===== config.mk =====
export PLATFORM = sky130hd
export DESIGN_NAME = config_hub
export DESIGN_NICKNAME = d
export VERILOG_FILES = /design/src/rtl/config_hub_pkg.sv /design/src/rtl/config_hub_pipe.sv /design/src/rtl/config_hub.sv
export SDC_FILE = /design/constraint.sdc
export NUM_CORES = 1
export LEC_CHECK = 0
export CAP_MARGIN = 20
export CORE_AREA = 3 3 292 294
export CTS_CLUSTER_SIZE = 24
export DETAILED_ROUTE_END_ITERATION = 6
export DIE_AREA = 0 0 295 297
export PLACE_DENSITY_LB_ADDON = 0.2
export SYNTH_ARGS = -nofsm -noshare
export SYNTH_HDL_FRONTEND = slang
export SYNTH_HIERARCHICAL = 1
export SYNTH_SLANG_ARGS = --single-unit

===== constraint.sdc =====
create_clock -name clk -period 5.15 [get_ports clk]
set_input_delay 1.03 -clock clk [delete_from_list [all_inputs] [get_ports clk]]
set_output_delay 1.03 -clock clk [all_outputs]
set_load 0.02 [all_outputs]

===== src/rtl/config_hub_pkg.sv =====
// Shared types and constants for the config_hub AXI4-Lite register hub.
package config_hub_pkg;

  localparam int AXI_ADDR_BITS  = 32;
  localparam int AXIL_DATA_BITS = 64;
  localparam int STRB_BITS      = AXIL_DATA_BITS / 8;
  localparam int ADDR_LSB       = $clog2(STRB_BITS);
  localparam int DEF_ADDR_TOP   = 64;
  localparam int CFG_ADDR_BITS  = $clog2(DEF_ADDR_TOP);
  localparam int WR_COUNT_BITS  = 32;

  localparam logic [1:0] RESP_OKAY   = 2'b00;
  localparam logic [1:0] RESP_SLVERR = 2'b10;

  typedef enum logic {
    W_IDLE,
    W_RESP
  } w_state_e;

  typedef enum logic {
    R_IDLE,
    R_DATA
  } r_state_e;

  function automatic int addr_bits(input int top);
    return (top < 2) ? 1 : $clog2(top);
  endfunction

  function automatic logic [AXIL_DATA_BITS-1:0] strb_mask(
    input logic [STRB_BITS-1:0]      strb,
    input logic [AXIL_DATA_BITS-1:0] data
  );
    logic [AXIL_DATA_BITS-1:0] o;
    o = '0;
    for (int b = 0; b < STRB_BITS; b++) begin
      o[8*b +: 8] = strb[b] ? data[8*b +: 8] : 8'h00;
    end
    return o;
  endfunction

endpackage


===== src/rtl/config_hub_pipe.sv =====
// config_pipe: fixed-latency delay line for one config channel.
// Top bit of the word is the valid flag; only it is reset.
module config_pipe
  import config_hub_pkg::*;
#(
  parameter int WIDTH = 8,
  parameter int DEPTH = 1
) (
  input  logic             clk,
  input  logic             rst,
  input  logic [WIDTH-1:0] i_data,
  output logic [WIDTH-1:0] o_data
);

  if (DEPTH == 0) begin : g_wire
    logic w_unused_clk;
    assign w_unused_clk = clk ^ rst;
    assign o_data = i_data;
  end else begin : g_reg
    logic [DEPTH-1:0] r_valid;
    logic [WIDTH-2:0] r_payload [DEPTH];

    always_ff @(posedge clk) begin
      if (rst) begin
        r_valid <= '0;
      end else begin
        r_valid[0] <= i_data[WIDTH-1];
        for (int k = 1; k < DEPTH; k++) begin
          r_valid[k] <= r_valid[k-1];
        end
      end
    end

    always_ff @(posedge clk) begin
      r_payload[0] <= i_data[WIDTH-2:0];
      for (int k = 1; k < DEPTH; k++) begin
        r_payload[k] <= r_payload[k-1];
      end
    end

    assign o_data = {r_valid[DEPTH-1], r_payload[DEPTH-1]};
  end

endmodule


===== src/rtl/config_hub.sv =====
// AXI4-Lite slave fanning writes out to config channels, reads from status.
// Define CONFIG_HUB_WR_COUNT_EN to expose an emitted-message counter.
module config_hub
  import config_hub_pkg::*;
#(
  parameter int NUM_CONFIGS = 4,
  parameter int ADDR_SPACE_BOUNDS [NUM_CONFIGS+1] = '{0, 16, 32, 48, 64},
  parameter int NUM_STATUS  = 4,
  parameter int STATUS_BASE = 256,
  parameter int PIPE_LEVELS = 1,
  localparam int CAW = addr_bits(ADDR_SPACE_BOUNDS[NUM_CONFIGS])
) (
  input  logic                     clk,
  input  logic                     rst,
  input  logic [AXI_ADDR_BITS-1:0] i_axi_awaddr,
  input  logic                     i_axi_awvalid,
  output logic                     o_axi_awready,
  input  logic [AXIL_DATA_BITS-1:0] i_axi_wdata,
  input  logic [STRB_BITS-1:0]     i_axi_wstrb,
  input  logic                     i_axi_wvalid,
  output logic                     o_axi_wready,
  output logic [1:0]               o_axi_bresp,
  output logic                     o_axi_bvalid,
  input  logic                     i_axi_bready,
  input  logic [AXI_ADDR_BITS-1:0] i_axi_araddr,
  input  logic                     i_axi_arvalid,
  output logic                     o_axi_arready,
  output logic [AXIL_DATA_BITS-1:0] o_axi_rdata,
  output logic [1:0]               o_axi_rresp,
  output logic                     o_axi_rvalid,
  input  logic                     i_axi_rready,
  output logic [NUM_CONFIGS-1:0][CAW-1:0]            o_cfg_addr,
  output logic [NUM_CONFIGS-1:0][AXIL_DATA_BITS-1:0] o_cfg_data,
  output logic [NUM_CONFIGS-1:0]                     o_cfg_valid,
  input  logic [NUM_STATUS-1:0][AXIL_DATA_BITS-1:0]  i_status_in
);

  localparam int DW   = AXIL_DATA_BITS;
  localparam int IDXW = AXI_ADDR_BITS - ADDR_LSB;
  localparam int PW   = CAW + DW + 1;

  for (genvar g = 0; g < NUM_CONFIGS; g++) begin : g_chk
    if (ADDR_SPACE_BOUNDS[g] >= ADDR_SPACE_BOUNDS[g+1]) begin : g_bad
      $error("config_hub: ADDR_SPACE_BOUNDS not strictly ascending");
    end
  end

  if (STATUS_BASE < ADDR_SPACE_BOUNDS[NUM_CONFIGS] &&
      STATUS_BASE + NUM_STATUS > ADDR_SPACE_BOUNDS[0]) begin : g_ovl
    $error("config_hub: status window overlaps config windows");
  end

  logic w_unused_bits;
  assign w_unused_bits = ^{i_axi_awaddr[ADDR_LSB-1:0],
                           i_axi_araddr[ADDR_LSB-1:0]};

  w_state_e r_wstate;
  w_state_e w_wstate_nxt;
  logic     r_aw_held;
  logic     r_w_held;
  logic [IDXW-1:0]      r_awidx;
  logic [DW-1:0]        r_wdata;
  logic [STRB_BITS-1:0] r_wstrb;
  logic [1:0]           r_bresp;

  logic [NUM_CONFIGS-1:0] r_msg_valid;
  logic [CAW-1:0]         r_msg_addr;
  logic [DW-1:0]          r_msg_data;

  logic w_aw_hs;
  logic w_w_hs;
  logic w_both;
  logic w_commit;
  logic [31:0]            w_widx;
  logic [NUM_CONFIGS-1:0] w_hit;
  logic [CAW-1:0]         w_hit_addr;

  assign o_axi_awready = !rst && r_wstate == W_IDLE && !r_aw_held;
  assign o_axi_wready  = !rst && r_wstate == W_IDLE && !r_w_held;
  assign o_axi_bvalid  = r_wstate == W_RESP;
  assign o_axi_bresp   = r_bresp;

  assign w_aw_hs  = i_axi_awvalid && o_axi_awready;
  assign w_w_hs   = i_axi_wvalid && o_axi_wready;
  assign w_both   = r_aw_held && r_w_held;
  assign w_commit = r_wstate == W_IDLE && w_both;
  assign w_widx   = 32'(r_awidx);

  always_comb begin
    w_hit      = '0;
    w_hit_addr = '0;
    for (int i = 0; i < NUM_CONFIGS; i++) begin
      if (w_widx >= 32'(ADDR_SPACE_BOUNDS[i]) &&
          w_widx <  32'(ADDR_SPACE_BOUNDS[i+1])) begin
        w_hit[i]   = 1'b1;
        w_hit_addr = CAW'(w_widx - 32'(ADDR_SPACE_BOUNDS[i]));
      end
    end
  end

  always_comb begin
    w_wstate_nxt = r_wstate;
    unique case (r_wstate)
      W_IDLE: if (w_both) w_wstate_nxt = W_RESP;
      W_RESP: if (i_axi_bready) w_wstate_nxt = W_IDLE;
    endcase
  end

  always_ff @(posedge clk) begin
    if (rst) begin
      r_wstate    <= W_IDLE;
      r_aw_held   <= 1'b0;
      r_w_held    <= 1'b0;
      r_bresp     <= RESP_OKAY;
      r_msg_valid <= '0;
    end else begin
      r_wstate    <= w_wstate_nxt;
      r_msg_valid <= '0;
      if (w_aw_hs) r_aw_held <= 1'b1;
      if (w_w_hs)  r_w_held  <= 1'b1;
      if (w_commit) begin
        r_aw_held   <= 1'b0;
        r_w_held    <= 1'b0;
        r_bresp     <= (|w_hit) ? RESP_OKAY : RESP_SLVERR;
        // An all-zero strobe is acknowledged but carries nothing.
        r_msg_valid <= w_hit & {NUM_CONFIGS{|r_wstrb}};
      end
    end
  end

  always_ff @(posedge clk) begin
    if (w_aw_hs) r_awidx <= i_axi_awaddr[AXI_ADDR_BITS-1:ADDR_LSB];
    if (w_w_hs) begin
      r_wdata <= i_axi_wdata;
      r_wstrb <= i_axi_wstrb;
    end
    if (w_commit) begin
      r_msg_addr <= w_hit_addr;
      r_msg_data <= strb_mask(r_wstrb, r_wdata);
    end
  end

  logic [NUM_CONFIGS-1:0][PW-1:0] w_pipe_out;

  for (genvar g = 0; g < NUM_CONFIGS; g++) begin : g_ch
    config_pipe #(
      .WIDTH (PW),
      .DEPTH (PIPE_LEVELS)
    ) u_pipe (
      .clk    (clk),
      .rst    (rst),
      .i_data ({r_msg_valid[g], r_msg_addr, r_msg_data}),
      .o_data (w_pipe_out[g])
    );
    assign o_cfg_valid[g] = w_pipe_out[g][PW-1];
    assign o_cfg_addr[g]  = w_pipe_out[g][PW-2 -: CAW];
    assign o_cfg_data[g]  = w_pipe_out[g][DW-1:0];
  end

`ifdef CONFIG_HUB_WR_COUNT_EN
  logic [WR_COUNT_BITS-1:0] r_wr_count;

  always_ff @(posedge clk) begin
    if (rst) begin
      r_wr_count <= '0;
    end else if (|o_cfg_valid) begin
      r_wr_count <= r_wr_count + 1'b1;
    end
  end
`endif

  r_state_e r_rstate;
  r_state_e w_rstate_nxt;
  logic [DW-1:0] r_rdata;
  logic [1:0]    r_rresp;
  logic [DW-1:0] w_rdata_nxt;
  logic [1:0]    w_rresp_nxt;
  logic [31:0]   w_ridx;
  logic          w_ar_hs;

  assign o_axi_arready = !rst && r_rstate == R_IDLE;
  assign o_axi_rvalid  = r_rstate == R_DATA;
  assign o_axi_rdata   = r_rdata;
  assign o_axi_rresp   = r_rresp;
  assign w_ar_hs       = i_axi_arvalid && o_axi_arready;
  assign w_ridx        = 32'(i_axi_araddr[AXI_ADDR_BITS-1:ADDR_LSB]);

  always_comb begin
    w_rdata_nxt = '0;
    w_rresp_nxt = RESP_SLVERR;
    for (int k = 0; k < NUM_STATUS; k++) begin
      if (w_ridx == 32'(STATUS_BASE + k)) begin
        w_rdata_nxt = i_status_in[k];
        w_rresp_nxt = RESP_OKAY;
      end
    end
`ifdef CONFIG_HUB_WR_COUNT_EN
    if (w_ridx == 32'(STATUS_BASE + NUM_STATUS)) begin
      w_rdata_nxt = DW'(r_wr_count);
      w_rresp_nxt = RESP_OKAY;
    end
`endif
  end

  always_comb begin
    w_rstate_nxt = r_rstate;
    unique case (r_rstate)
      R_IDLE: if (w_ar_hs) w_rstate_nxt = R_DATA;
      R_DATA: if (i_axi_rready) w_rstate_nxt = R_IDLE;
    endcase
  end

  always_ff @(posedge clk) begin
    if (rst) begin
      r_rstate <= R_IDLE;
      r_rdata  <= '0;
      r_rresp  <= RESP_OKAY;
    end else begin
      r_rstate <= w_rstate_nxt;
      if (w_ar_hs) begin
        r_rdata <= w_rdata_nxt;
        r_rresp <= w_rresp_nxt;
      end
    end
  end

endmodule

Word level (Yosys, flattened, before mapping)
Memories as Yosys holds them, arrays and structs flattened.
Cells that the tools add are included.
Widths: inputs -> output; s select.

cells by class
  $add $sub $neg = 3
  order comparisons = 8
  equality and inequality tests = 4
  multiplexer cells = 23
  bitwise logic cells = 4
  reductions and logical operators = 20

operator list
  kind                 number
  $mux 64              4
  $eq 29x9->1 const B  4
  $ge 29x6->1 const B  2
  $lt 29x6->1 const B  2
  $ge 29x1->1 const B  1
  $ge 29x5->1 const B  1
  $lt 29x5->1 const B  1
  $lt 29x7->1 const B  1
  $mux 6               4
  $logic_and 1x1->1    13
  $sub 6x6->6 const B  2
  $mux 2               5
  $mux 1               8
  $reduce_or 8->1      1
  $sub 6x5->6 const B  1
  $and 4x4->4          1
  $pmux 1 s2           2
  $reduce_or 2->1      2
  $reduce_or 4->1      1
  $logic_not 1->1      3
  $not 1->1            3

word-level totals
  bits in registers = 251
  RAM bits = 280
  input port bits = 399
  output and inout bits = 357
  word-level logic and storage cells = 90
  memories = 4

memory list
  memory                          words  width  rd ports  clocked after memory_dff  wr ports  line                   text
  g_ch[0].u_pipe.g_reg.r_payload  1      70     1         0                         1         config_hub_pipe.sv:21  logic [WIDTH-2:0] r_payload [DEPTH];
  g_ch[1].u_pipe.g_reg.r_payload  1      70     1         0                         1         config_hub_pipe.sv:21
  g_ch[2].u_pipe.g_reg.r_payload  1      70     1         0                         1         config_hub_pipe.sv:21
  g_ch[3].u_pipe.g_reg.r_payload  1      70     1         0                         1         config_hub_pipe.sv:21

Depth between registers and ports, before layout
  depth after elaboration = 6
  mapped depth = 6

Cells and area by module
The synthesis kept the hierarchy.

by module, submodules not included
  module       times used  cells each  area an instance (um^2)  sequential area each (um^2)
  config_hub   1           757         9912.0                   6616.3
  config_pipe  4           73          1442.6                   1421.4

Worst setup path before layout
OpenSTA, ideal clock, no wires.

  path type = flip-flop to flip-flop
  start point = register r_wstate, in the netlist o_axi_bvalid
  end point = register r_msg_addr[0] (enable)
  library setup time = 0.506 ns
  data arrival time = 3.521 ns
  required time = 4.644 ns
  slack = 1.122 ns
  cell stages (with the launch flop) = 2
  buffers on the path = 0
  period minus slack after synthesis = 4.028 ns
  cell sequence = dfxtp_1 > nor2_1

between the ends
  cells in the longest elaborated chain, start to end = 2

RTL lines
  what                      line               text
  start: declaration        config_hub.sv:57   w_state_e r_wstate;
  start signal: assignment  config_hub.sv:117  r_wstate <= w_wstate_nxt;
  $not 1->1                 -
  $logic_and 1x1->1         config_hub.sv:86   assign w_commit = r_wstate == W_IDLE && w_both;
  net w_commit              config_hub.sv:73   logic w_commit;
  end signal: assignment    config_hub.sv:138  r_msg_addr <= w_hit_addr;
  end: declaration          config_hub.sv:67   logic [CAW-1:0] r_msg_addr;

The timed path passes the listed nets, and every way through them passes these cells.
A chain may end at the register's enable or synchronous reset.

Final worst setup path
  start point = input rst
  end point = output o_axi_wready

between the ends
  cells in the longest elaborated chain, start to end = 3

RTL lines
  what                            line              text
  start: declaration              config_hub.sv:14  input logic rst,
  $logic_not 1->1                 config_hub.sv:79  assign o_axi_wready = !rst && r_wstate == W_IDLE && !r_w_held;
  $logic_and 1x1->1 (2 in a row)  config_hub.sv:79
  end: declaration                config_hub.sv:21  output logic o_axi_wready,

No other way between the ends.

==> metrics <==
Detail Placement HPWL=49100 microns; Die Y-Extent=297 microns; Compound-Gate Fraction of Synth Area=6.11%; IO Port Bufs=747; RSZ-0062 raised after global routing=false; Post-Layout Cell Count=2955; skew final=22.1 ps; post-synthesis register bit count=529; Resize count post-CTS=0; RR Startpoint=o_axi_rvalid$_SDFF_PP0_; starting DRC count in detailed routing=481; CP Launch Type=input pin; Relative slew margins=38.6%; DR vias=11400; initial antenna violation count=33; mux contribution to synthesized area=~4.7%; max_cap viols=0; Final Max Tran Viols=0; Worst EP required=4120 ps; Design Power=9.24 mW; Synth Area per Inst=14.9 sq um; Warnings, synthesis=6; CTS Hold Bufs=0; Place WS=1610 ps; setup bufs post-CTS=0; Num CTS Buffers=between 50 and 60; Die Area=between 80000 and 90000 sq um; crit path capture=o_axi_wready; Clock Sinks=529; maximum buffer depth of the clock tree=3; CORE AREA=83200 sq um; Detail Route Antenna Nets=0; CP dominant cell by count=clkdlybuf4s50_1; Synth cell types=35; area leader, netlist=dfxtp_1; P_leak=9.39 nW; final WL=just over 60000 microns; CP cell instances=clkdlybuf4s50_1 -> nor3_1 -> clkdlybuf4s50_1; synth top area cells=dfxtp_1, edfxtp_1, mux2_2; first-pass GRT wire length=roughly 85000 microns; Die Wd=295 microns; Hold Slack=around 400 ps; Crit-path slowest cell=clkdlybuf4s50_1; register area share after synthesis=78.4%; worst setup path startpoint=rst; Final TNS setup=0 ps; DR vias/cell=3.86; number of global-route vias before repair=11500; CTS root buffer=clkbuf_16; status=completed; largest stage delay on the critical path=680 ps; drt pass-1 iters=4; cell depth of the worst setup path=3; Fmax=0.285 GHz; Placed Cells incl. Taps=2838; CTS tree=built; hold depth=0; Hold Crit Class=register to register; commonest non-fill, non-tap cell in the layout=clkdlybuf4s50_1; # IOs=756; crit path max fanout=4; largest family of logic cells by synthesized area=simple AND/OR/NAND/NOR gates; largest net degree at the start of global routing=66; crit-path leading delay family=buffers and inverters; Post-Synth XOR/XNOR Area=0%; Final min period=3500 ps; clk_lat worst skew=610 ps; fin worst setup slack=1650 ps; P per Cell Area=approximately 350 nW/um^2; CP bufs+invs=2; Adder-Cell Fraction of Synth Area=0.239%; Reg2Reg Depth=5; CP Capture Type=output pin; H-Tree Depth=2; WL/cell=20.9 microns; Worst Tran Pin Value=921 ps; final setup fails=0; Gate Count Post-Synth=1049; DR DRC count=0; period utilization=68.1%; Initial Utilization=18.9%; kind of critical path=input pin to output pin; R2R setup slack=2890 ps; simple-gate portion of the synthesized area=under 10%; routability congestion estimate=0.843; total gr overflow=0; all-layer global routing usage=13.4%; most frequent cells in the layout=clkdlybuf4s50_1, dfxtp_1, edfxtp_1, nor3_1; Layout area overhead=68.3%; Hold Vio Cnt, Final=0; arrival time at the worst endpoint=2470 ps; share of layout cells above drive strength 1=between 10% and 20%; cell area after synthesis=15700 sq um; Site Rows=106; clk slew on worst S/H paths=60 ps; largest vdd supply drop=0.246 mV; Synth top area share=45.7%; nets=2220; r2r endpoint=o_axi_rdata[45]$_SDFFE_PP0P_
cells in the mapped netlist:
master	count
a2111oi_0	1
a211oi_1	2
a21o_1	1
a21oi_1	4
and2_1	71
buf_1	4
buf_2	6
buf_4	7
buf_6	6
clkbuf_1	31
conb_1	1
dfxtp_1	358
edfxtp_1	171
ha_1	3
inv_1	3
mux2_2	65
nand2_1	70
nand2b_1	1
nand3b_1	1
nand4_1	4
nor2_1	12
nor2b_1	1
nor2b_4	4
nor3_1	74
nor4_1	11
nor4_2	2
nor4b_2	1
nor4bb_1	1
o211a_1	1
o211ai_1	1
o22ai_1	64
o31a_1	1
o31ai_1	64
or3_1	1
or3b_2	1
through the flow:
stage,utilization [%],area (sq um)
after floorplan,-,15700
after global placement,29.3,24400
after CTS,31.7,26400
final,31.7,26400
after global routing,31.7,26400
after detailed placement,29.3,24400
power by group:
| group | internal, mW | total, mW | switching, mW |
|---|---|---|---|
| clock | 2.43 | 4.17 | 1.74 |
| sequential | 4.39 | 4.43 | 0.0369 |
| combinational | 0.396 | 0.638 | 0.241 |
| total | 7.22 | 9.24 | 2.02 |
metal layers:
metal / wire length (microns) / global-route usage [%] / up-vias
met1: 21700 / 13.6 / 5308
met3: 5990 / 5.38 / 139
li1: - / - / 5361
met2: 31100 / 24.2 / 562
met4: 2780 / 5.79 / 32
met5: 209 / 0 / -
flip-flops by register name, summed over array words and instances, names as in the netlist, 4 cells and up:
signal	cells
r_wstrb	8
r_awidx	29
r_wdata	64
g_ch.u_pipe/g_reg.r_payload	280
r_msg_addr	6
o_axi_rdata	64
r_msg_valid	4
g_ch.u_pipe/g_reg.r_valid	4
r_msg_data	64
worst min path at each step:
stage | startpoint | endpoint | slack [ps]
floorplan | r_msg_data[0]$_SDFFCE_PN0P_ | g_ch[0].u_pipe/g_reg.r_payload[0][0]$_DFF_P_ | 370
global placement | r_msg_data[54]$_SDFFCE_PN0P_ | g_ch[3].u_pipe/g_reg.r_payload[0][54]$_DFF_P_ | 380
detailed placement | r_msg_data[22]$_SDFFCE_PN0P_ | g_ch[0].u_pipe/g_reg.r_payload[0][22]$_DFF_P_ | 400
CTS | r_msg_data[22]$_SDFFCE_PN0P_ | g_ch[3].u_pipe/g_reg.r_payload[0][22]$_DFF_P_ | 410
global route | r_msg_data[52]$_SDFFCE_PN0P_ | g_ch[0].u_pipe/g_reg.r_payload[0][52]$_DFF_P_ | 420
finish | r_msg_data[22]$_SDFFCE_PN0P_ | g_ch[1].u_pipe/g_reg.r_payload[0][22]$_DFF_P_ | 400
worst register-to-register path, stage by stage (launching register included):
cell,delay (ps)
dfxtp_1,400
nor2b_1,380
nand3b_1,100
or3_2,510
buf_4,350
o31ai_1,420
layout make-up:
class	count	area (sq um)
Clock buffer	79	1730
Tap cell	1080	1350
Multi-Input combinational cell	464	3110
Clock inverter	27	255
Fill cell	8305	56800
Antenna cell	10	25.0
Sequential cell	529	12300
Timing Repair Buffer	763	7610
Inverter	3	11.3
logic make-up (layout without fill, tap and decap cells):
group                      after synthesis  count (layout)
other                                    1              12
adders and majority gates                3               3
buffers and inverters                   57             872
muxes                                   65              65
and+or+nand+nor                        255             255
DFF                                    529             529
AOI/OAI and AO/OA                      139             139
No activity file was read; power rests on OpenSTA's default activity.
